## src/rtl/store_buffer_pkg.sv

```systemverilog
// Shared memory-subsystem constants and the store-buffer entry layout.
package store_buffer_pkg;

    localparam int SB_DEPTH_DEFAULT = 4;
    localparam int WORD_ADDR_W      = 30;
    localparam int DATA_W           = 32;
    localparam int BE_W             = DATA_W / 8;

    typedef struct packed {
        logic [WORD_ADDR_W-1:0] word;
        logic [DATA_W-1:0]      data;
        logic [BE_W-1:0]        be;
    } sb_entry_t;

endpackage

```

## src/rtl/store_buffer_fwd_merge.sv

```systemverilog
// Per-lane store-to-load forwarding: the youngest matching entry wins each
// byte lane; lanes with no match fall through to the memory read word.
module sb_fwd_merge
    import store_buffer_pkg::*;
#(
    parameter int DEPTH = SB_DEPTH_DEFAULT
) (
    input  sb_entry_t [DEPTH-1:0]  entries,   // index 0 = oldest
    input  logic [DEPTH-1:0]       valid,
    input  logic [WORD_ADDR_W-1:0] ld_word,
    input  logic [DATA_W-1:0]      mem_rdata,
    output logic [DATA_W-1:0]      ld_rdata
);

    // Walk oldest to youngest so later (younger) matches overwrite earlier ones.
    always_comb begin
        ld_rdata = mem_rdata;
        for (int k = 0; k < DEPTH; k++) begin
            for (int i = 0; i < BE_W; i++) begin
                if (valid[k] && (entries[k].word == ld_word) && entries[k].be[i]) begin
                    ld_rdata[8*i +: 8] = entries[k].data[8*i +: 8];
                end
            end
        end
    end

endmodule

```

## src/rtl/store_buffer.sv

```systemverilog
// Store buffer: FIFO of pending stores that drain to data memory whenever
// the load path does not need the memory port, with load forwarding.
module store_buffer
    import store_buffer_pkg::*;
#(
    parameter int DEPTH = SB_DEPTH_DEFAULT
) (
    input  logic        clk,
    input  logic        rst_n,
    input  logic        st_valid,
    output logic        st_ready,
    input  logic [31:0] st_addr,
    input  logic [31:0] st_wdata,
    input  logic [3:0]  st_byte_enable,
    input  logic        ld_valid,
    output logic        ld_ready,
    input  logic [31:0] ld_addr,
    output logic [31:0] ld_rdata,
    output logic        sb_empty,
    output logic [31:0] mem_addr,
    output logic [31:0] mem_wdata,
    output logic [3:0]  mem_byte_enable,
    input  logic [31:0] mem_rdata
);

    localparam int PTR_W = (DEPTH > 1) ? $clog2(DEPTH) : 1;
    localparam int CNT_W = $clog2(DEPTH) + 1;
    localparam logic [CNT_W-1:0] FULL_CNT = CNT_W'(DEPTH);

    sb_entry_t [DEPTH-1:0] entries_q, entries_d;
    logic [PTR_W-1:0]      head_q, head_d;
    logic [PTR_W-1:0]      tail_q, tail_d;
    logic [CNT_W-1:0]      count_q, count_d;

    logic                  full;
    logic                  enq;
    logic                  drain;
    sb_entry_t [DEPTH-1:0] ordered;
    logic [DEPTH-1:0]      ordered_valid;
    logic                  unused_addr_bits;

    assign unused_addr_bits = ^{st_addr[1:0], ld_addr[1:0]};

    assign full     = (count_q == FULL_CNT);
    assign st_ready = !full;
    assign ld_ready = ld_valid && !full;
    assign sb_empty = (count_q == '0);
    // A zero-enable store completes the handshake but never occupies an entry.
    assign enq      = st_valid && !full && (st_byte_enable != '0);
    assign drain    = !ld_ready && (count_q != '0);

    // Memory port: load wins unless the buffer is full, then the head drains.
    always_comb begin
        mem_addr        = {ld_addr[31:2], 2'b00};
        mem_wdata       = entries_q[head_q].data;
        mem_byte_enable = '0;
        if (!ld_ready && drain) begin
            mem_addr        = {entries_q[head_q].word, 2'b00};
            mem_byte_enable = entries_q[head_q].be;
        end
    end

    // FIFO next state: enqueue at tail, drain at head, count tracks occupancy.
    always_comb begin
        entries_d = entries_q;
        head_d    = head_q;
        tail_d    = tail_q;
        count_d   = count_q;
        if (enq) begin
            entries_d[tail_q] = '{word: st_addr[31:2], data: st_wdata, be: st_byte_enable};
            tail_d            = tail_q + PTR_W'(1);
        end
        if (drain) begin
            head_d = head_q + PTR_W'(1);
        end
        case ({enq, drain})
            2'b10:   count_d = count_q + CNT_W'(1);
            2'b01:   count_d = count_q - CNT_W'(1);
            default: count_d = count_q;
        endcase
    end

    // Present registered entries oldest-first; the entry draining now is still valid.
    always_comb begin
        ordered       = '0;
        ordered_valid = '0;
        for (int k = 0; k < DEPTH; k++) begin
            ordered[k]       = entries_q[head_q + PTR_W'(k)];
            ordered_valid[k] = (CNT_W'(k) < count_q);
        end
    end

    sb_fwd_merge #(.DEPTH(DEPTH)) u_fwd_merge (
        .entries   (ordered),
        .valid     (ordered_valid),
        .ld_word   (ld_addr[31:2]),
        .mem_rdata (mem_rdata),
        .ld_rdata  (ld_rdata)
    );

    // Pointer and occupancy state; reset discards every buffered store.
    always_ff @(posedge clk or negedge rst_n) begin
        if (!rst_n) begin
            head_q  <= '0;
            tail_q  <= '0;
            count_q <= '0;
        end else begin
            head_q  <= head_d;
            tail_q  <= tail_d;
            count_q <= count_d;
        end
    end

    // Entry storage is unreset; validity comes only from head/count.
    always_ff @(posedge clk) begin
        entries_q <= entries_d;
    end

endmodule

```

## config.mk

```make
export PLATFORM = sky130hd
export DESIGN_NAME = store_buffer
export DESIGN_NICKNAME = d
export VERILOG_FILES = /design/src/rtl/store_buffer_pkg.sv /design/src/rtl/store_buffer_fwd_merge.sv /design/src/rtl/store_buffer.sv
export SDC_FILE = /design/constraint.sdc
export NUM_CORES = 1
export LEC_CHECK = 0
export ABC_AREA = 1
export CAP_MARGIN = 20
export CORE_ASPECT_RATIO = 1.4
export CORE_MARGIN = 2
export CORE_UTILIZATION = 55
export DETAILED_ROUTE_END_ITERATION = 7
export PLACE_DENSITY = 0.85
export SYNTH_ARGS = -nofsm -noshare
export SYNTH_HDL_FRONTEND = slang
export SYNTH_HIERARCHICAL = 1
export SYNTH_SLANG_ARGS = --single-unit
```

## constraint.sdc

```tcl
create_clock -name clk -period 9.1 [get_ports clk]
set_clock_uncertainty 0.2 [all_clocks]
set_input_delay 1.365 -clock clk [delete_from_list [all_inputs] [get_ports clk]]
set_output_delay 1.365 -clock clk [all_outputs]
set_load 0.005 [all_outputs]
```

### Word level (Yosys, flattened, before mapping)

Cells that the tools add are included.

* output and inout bits: 103
* register bits after elaboration: 271
* logic and storage cells: 100

* equal/unequal tests: 7
* $add $sub $neg: 6
* muxes and demuxes: 30
* order comparisons: 10
* reduce and logical (&&, ||, !) cells: 32

Operator list (number)
* $bmux W66 S2: 4
* $mux W66: 5
* $bwmux W264: 1
* $demux W66 S2: 1
* $mux W8: 16
* $eq A30 B30 Y1: 4
* $mux W32: 1
* $logic_and A1 B1 Y1: 26
* $lt A2 B3 Y1 const B: 5
* $lt A1 B3 Y1 const A: 2
* $lt A2 B3 Y1 const A: 2
* $pmux W3 S2: 1
* $add A2 B1 Y2 const B: 2
* $add A2 B2 Y2 const B: 2
* $mux W4: 1
* $reduce_bool A4 Y1: 1
* $add A3 B1 Y3 const B: 1
* $eq A3 B3 Y1 const B: 1
* $logic_not A3 Y1: 1
* $reduce_bool A3 Y1: 1
* $sub A3 B1 Y3 const B: 1
* $eq A2 B1 Y1 const B: 1
* $eq A2 B2 Y1 const B: 1
* $ge A2 B1 Y1 const B: 1
* 2 further kinds: 3

### Longest topological paths before layout

Gate-level depths: netlist of run 1.

* depth in word-level cells: 9
* depth in mapped cells: 24
* mapped depth without buffers: 19

### By module

The synthesis of run 1 kept the hierarchy.

Modules (own cells, without submodules)
* store_buffer: instances 1, seq. area each 8102.8 µm², area each 15343.5 µm², cells each 1854
* sb_fwd_merge: instances 1, seq. area each 0.0 µm², area each 4545.6 µm², cells each 1065

### Worst setup path after synthesis of run 1

OpenSTA, ideal clock, no wires.

* path type: in2reg
* from: input st_valid
* to: register entries_q[0] (netlist name) (enable)
* required time: 8409 ps
* path slack: 3932 ps
* path buffers: 0
* stages on the path: 4
* arrival: 4477 ps
* cells stage by stage: inv_1 nor2_1 nand2_1 nor2_1

* longest elaborated chain between the ends: 2

RTL lines
* start, declared: line store_buffer.sv:10 `input logic st_valid,`
* $logic_and A1 B1 Y1 (2 in series): line store_buffer.sv:49 `assign enq = st_valid && !full && (st_byte_enable != '0);`
* end signal, assigned: line store_buffer.sv:116 `entries_q <= entries_d;`
* end, declared: line store_buffer.sv:30 `sb_entry_t [DEPTH-1:0] entries_q, entries_d;`

No other way between the ends.
A chain may end at the register's enable or synchronous reset.

==> results.cfg, run 1 <==
[run_status]
status = finished, final reports clean

[cells_and_area]
syn2layout_area_growth_pct = 15.0
final_area_mm2 = 0.0229
nFillCells = 3097
fin_cells = 3508
nets = 3169
fin_util_pct = 64.1
drive_above_1_share_pct = 3.75

[place]
io_buffers = 232
place_congestion = 1.02
dpl.hpwl_um = 44300
dp_cells = 3457
postPlaceCellArea_mm2 = 0.0220

[timing]
tightest_slew_ps = 1140
tns_ps = 0
period_share_pct = 79.5
max_freq_ghz = 0.138
setup_violations = 0
grt_setup_unrepaired = no
finalHoldViolations = 0
slew-limit-headroom_pct = 23.9
finalCriticalPeriod_ps = 7240
maxSlewViolCount = 0

[global_routing]
antenna_found_initial = 2
grt_max_degree = 134
overflow = 0
grt_pass1_wl_um = 94700
grt_use_total_pct = 32.5
grt_pass1_vias = 18504

[routing]
first_iter_violations = 1718
routed_wl_um = 62400
vias = 19577
detail-route-antenna-nets = 0
avgRoutedWirePerCell_um = 17.8
viasPerCell = 5.58
drc = 0
first_pass_iters = 6

[synthesis]
synth_most_common_cell = nand2_1
syn_inst = 2919
syn_area_per_cell_um2 = 6.81
synth_area_leaders = edfxtp_1, nand2_1, o21ai_0, nand3_1, inv_1
ys_seq_elements = 271
synth_ff_type = edfxtp_1
async_flop_share_pct = 2.58
yosysWarnings = 6
yosysTopAreaCellShare_pct = 39.9
ys_types = 39
yosysTopAreaCell = edfxtp_1
yosysSeqAreaShare_pct = 40.7
netlist_area_mm2 = 0.0199
synth_edf_count = 264
yosys-top-cells-count = nand2_1, inv_1, o21ai_0, nand3_1, edfxtp_1

[cts]
tritoncts = built
cts_buffer_depth = 3
clock_sinks = 271
cts_setup_buffers = 0
cts_hold_buf = 0
htree_num_levels = 1
clock_latency_ps = 560
cts_made_buffers = 26
ctsResizeCount = 0
clkSlewWorstSetupHoldPaths_ps = 70
cts_root_buf = clkbuf_16

[hold_path]
hold_path_end = tail_q[1]
min_from = tail_q[1]
hold_depth = 2
worstHoldPathType = register to register

[power_and_ir_drop]
vdd_drop_max_mv = 0.306
p_leak_nw = 10.4
p_seq_share_pct = 22.6
cellPowerDensity_mw_per_mm2 = 345
power_mw = 7.90
pwr-share-clk_pct = 14.0
p_int_mw = 3.93
p_sw_share_pct = 50.3
p_switching_mw = 3.98
comb_power_share_pct = 63.4

[critical_path]
regToRegSetupSlack_ps = 5170
path_cells = buf_4 -> nand3_1 -> o21a_1 -> nand2_1 -> o21ai_0 -> nor2_1 -> nand3_1 -> nor2_1 -> nand3_1 -> nand2_1 -> inv_1 -> nand2_1 -> nand2_1 -> nand2_1 -> clkdlybuf4s50_1
worst_ep_required_time_ps = 7540
r2r-end = entries_q[95]
crit_path_end_kind = output pin
crit_arrival_ps = 5670
path_max_fanout = 96
crit_path_start = head_q[1]
start_kind = register
reg2reg_from = count_q[0]
rr_worst_depth = 8
slowest_stage = dfrtp_4
slowest_delay_ps = 980
crit_top_cell = nand2_1
crit_type = register to output pin

[floorplan]
row_count = 82
core_mm2 = 0.0357
ioPinCount = 239
dieArea_mm2 = 0.0377
die_x_um = 165
initial_core_util_pct = 55.7
chipHeight_um = 229

[run]
drv_cap = 0
[power by group through the flow]
stage	combinational [mW]	clock, mW	sequential (mW)
after floorplan	3.57	0	1.74
after global placement	4.75	0	1.79
after detailed placement	4.90	0	1.81
after CTS	4.92	1.12	1.78
after global routing	5.54	1.16	1.81
final	5.01	1.11	1.79
[sequential cells by signal (all words and copies together) (netlist names)]
name	count
count_q	3
entries_q	264
head_q	2
tail_q	2
[cells in the final DEF, fill, tap and decap left out, types with 7 or more instances in the layout]
cell and count:
buf_4 20, ha_1 9, and2_1 32, xnor2_1 16
o21a_1 34, edfxtp_1 264, inv_1 339, nand4_1 7
clkbuf_16 27, nand2_1 1217, nand3_1 278, xor2_1 10
inv_2 12, o21ai_1 51, or2_2 11, o21ai_0 301
and2_0 34, nor2_1 77, clkdlybuf4s50_1 232, clkinv_2 8
[area by class of cell]
cell class | instances | area, um^2 | area share, %
repair buffers | 254 | 2500 | 10.9
diodes | 2 | 5.00 | 0.0219
clock inverters | 17 | 179 | 0.782
multi-input cells | 2113 | 9460 | 41.4
well taps | 462 | 578 | 2.53
clock buffers | 31 | 691 | 3.02
inverters | 358 | 1350 | 5.92
flip-flops and latches | 271 | 8110 | 35.5
[worst max-delay path, delay by kind of cell (launching register included)]
family                 cells  cell delay (ps)
buffers and inverters      3             1440
AO/OA/AOI/OAI              2              470
AND/OR/NAND/NOR           10             2130
flip-flops                 1              980
[per-layer routing]
| metal | vias up | part of all wire [%] | global-route usage, % |
|---|---|---|---|
| li1 | 9466 | - | - |
| met1 | 8906 | 35 | 35.3 |
| met2 | 966 | 51 | 58.9 |
| met3 | 239 | 7.3 | 3.62 |
| met4 | 0 | 7.2 | 21.4 |
| met5 | - | 0 | 0 |
[worst max path at each step]
stage,endpoint,depth (start not counted)
floorplan,entries_q[0],4
global placement,ld_rdata[2],15
detailed placement,ld_rdata[0],15
CTS,ld_rdata[0],15
global route,ld_rdata[0],17
finish,ld_rdata[1],15
[through the flow]
step / hold WS, ps / setup WS, ps
global route: 383 / 1630
global placement: 311 / 2660
CTS: 348 / 2000
floorplan: 292 / 3930
finish: 354 / 1860
detailed placement: 333 / 2610
[cell families after synthesis]
logic type	after synthesis	synth area share, %
AOI/OAI and AO/OA	394	10.5
xor gates and xnor gates	28	1.37
adders and majority gates	9	0.566
buffers and inverters	536	11.9
DFF	271	40.7
other	1	0.0189
and+or+nand+nor	1680	34.9
Power figures use the tool's default switching activity.
==> run 2, diff against run 1 <==
--- a/config.mk
+++ b/config.mk
@@ -9,9 +9,9 @@
 export CAP_MARGIN = 20
 export CORE_ASPECT_RATIO = 1.4
 export CORE_MARGIN = 2
-export CORE_UTILIZATION = 55
+export CORE_UTILIZATION = 52
 export DETAILED_ROUTE_END_ITERATION = 7
-export PLACE_DENSITY = 0.85
+export PLACE_DENSITY = 0.84
 export SYNTH_ARGS = -nofsm -noshare
 export SYNTH_HDL_FRONTEND = slang
 export SYNTH_HIERARCHICAL = 1
==> constraint.sdc (replaced) <==
create_clock -name clk -period 5.91 [get_ports clk]
set_clock_uncertainty 0.2 [all_clocks]
set_input_delay 0.8865 -clock clk [delete_from_list [all_inputs] [get_ports clk]]
set_output_delay 0.8865 -clock clk [all_outputs]
set_load 0.005 [all_outputs]
==> results.cfg, run 2 (synthesized netlist as in run 1, its figures left out) <==
[cts]
clkSlewWorstSetupHoldPaths_ps = 70
htree_num_levels = 1
clock_latency_ps = 550
cts_hold_buf = 0
cts_root_buf = clkbuf_16
cts_buffer_depth = 3
clock_sinks = 271
cts_made_buffers = 24
tritoncts = built

[timing]
tns_ps = 0
finalCriticalPeriod_ps = 5670
setup_violations = 0
whs_ps = 354
tightest_slew_ps = 1020
period_share_pct = 95.9
finalHoldViolations = 0
max_freq_ghz = 0.176
maxSlewViolCount = 0
grt_setup_unrepaired = no
slew-limit-headroom_pct = 31.5
fin_ws_ps = 244

[cells_and_area]
largest_register_ffs = 264
final_common_cell = nand2_1
top_regs = entries_q (264), count_q (3)
seq_area_mm2 = 0.00811
drive_above_1_share_pct = 4.63
regMostFlops = entries_q
nFillCells = 3288
nets = 3196
fin_util_pct = 61.5
final_cell_mix = nand2_1, inv_1, o21ai_0
syn2layout_area_growth_pct = 16.3
multi_input_area_mm2 = 0.00951

[global_routing]
antenna_found_initial = 1
overflow = 0
grt_pass1_wl_um = 96500
grt_use_total_pct = 30.8
grt_pass1_vias = 18779
grt_max_degree = 190

[critical_path]
start_kind = register
worst_ep_required_time_ps = 4820
path_max_fanout = 51
path_cells = buf_4 -> buf_6 -> nand2_1 -> nand3_1 -> o21a_1 -> inv_1 -> nand2_1 -> nand2_1 -> clkinv_1 -> nand2_1 -> nor2_1 -> nand3_1 -> nor2_2 -> nand3_1 -> nand2_1 -> inv_1 -> nand2_1 -> nand2_1 -> nand2_1 -> clkdlybuf4s50_1
crit_arrival_ps = 4580
regToRegSetupSlack_ps = 2400
crit_top_cell = nand2_1
slowest_stage = dfrtp_4
crit_type = register to output pin
slowest_delay_ps = 620
crit_path_end_kind = output pin

[floorplan]
row_count = 84
die_x_um = 169
initial_core_util_pct = 52.9
ioPinCount = 239
chipHeight_um = 235
dieArea_mm2 = 0.0399
core_mm2 = 0.0376

[place]
dpl.hpwl_um = 45800
dp_worst_setup_slack_ps = 620
place_congestion = 1.02
io_buffers = 232

[routing]
detail-route-antenna-nets = 0
drc = 0
routed_wl_um = 62900
avgRoutedWirePerCell_um = 17.8
viasPerCell = 5.51
vias = 19519
first_pass_iters = 5
first_iter_violations = 1619

[power_and_ir_drop]
cellPowerDensity_mw_per_mm2 = 527
vdd_drop_max_mv = 0.485
p_leak_nw = 10.5

[run_status]
status = finished, final reports clean

[run]
drv_cap = 0

[hold_path]
worstHoldPathType = register to register
run 2: changes by cell type in the layout (fill, tap and decap cells not counted), sizes merged:
| cell | before | now |
|---|---|---|
| clkinv | 16 | 19 |
| clkbuf | 31 | 28 |
| bufinv | 3 | 1 |
| nor2 | 87 | 88 |
| diode | 2 | 1 |
| buf | 22 | 48 |
| xor2 | 11 | 12 |
| inv | 353 | 351 |
run 2: layout make-up:
type	instances	area share (%)
diodes	1	0.0108
clock buffers	27	2.74
inverters	358	5.88
flip-flops and latches	271	35.1
well taps	473	2.56
clock inverters	16	0.471
multi-input cells	2115	41.1
repair buffers	281	12.2
run 2: worst max-delay path: cells and delay by family (launching register included):
kind,cells,cell delay [ps]
buf+inv,6,1360
simple gates,13,1890
compound gates,1,160
flops,1,620
run 2: routing by layer:
| layer | global-route usage, % | routed length, um | up-vias |
|---|---|---|---|
| li1 | - | - | 9519 |
| met4 | 17.4 | 3640 | 0 |
| met1 | 33.2 | 22500 | 8883 |
| met5 | 0 | 0 | - |
| met2 | 57.8 | 32800 | 895 |
| met3 | 3.08 | 3980 | 222 |
run 2: worst paths after layout:
check,start,endpoint,cells past startpoint
setup / recovery,head_q[0],ld_rdata[2],20
hold / removal,tail_q[0],tail_q[0],2
setup reg to reg,count_q[0],entries_q[110],8
hold reg to reg,tail_q[0],tail_q[0],2
max in group asynchronous,rst_n,head_q[0],1
min in group asynchronous,rst_n,tail_q[1],1
run 2: what timing repair did:
| action | in CTS | in global routing |
|---|---|---|
| setup endpoints to repair | 0 | 32 |
| resized for setup | 0 | 12 |
| setup buffers | 0 | 2 |
run 2: where the power goes:
group | total, mW | switching (mW) | internal (mW)
sequential | 2.70 | 0.187 | 2.52
combinational | 7.99 | 5.27 | 2.72
clock | 1.50 | 0.690 | 0.812
run 2: through the flow:
stage	cells	power [mW]	instance area, um^2
after CTS	3536	12.0	23000
after global placement	3493	10.3	22300
final	3542	12.2	23100
after detailed placement	3493	10.5	22300
after global routing	3542	13.2	23100
after floorplan	2920	8.17	19900
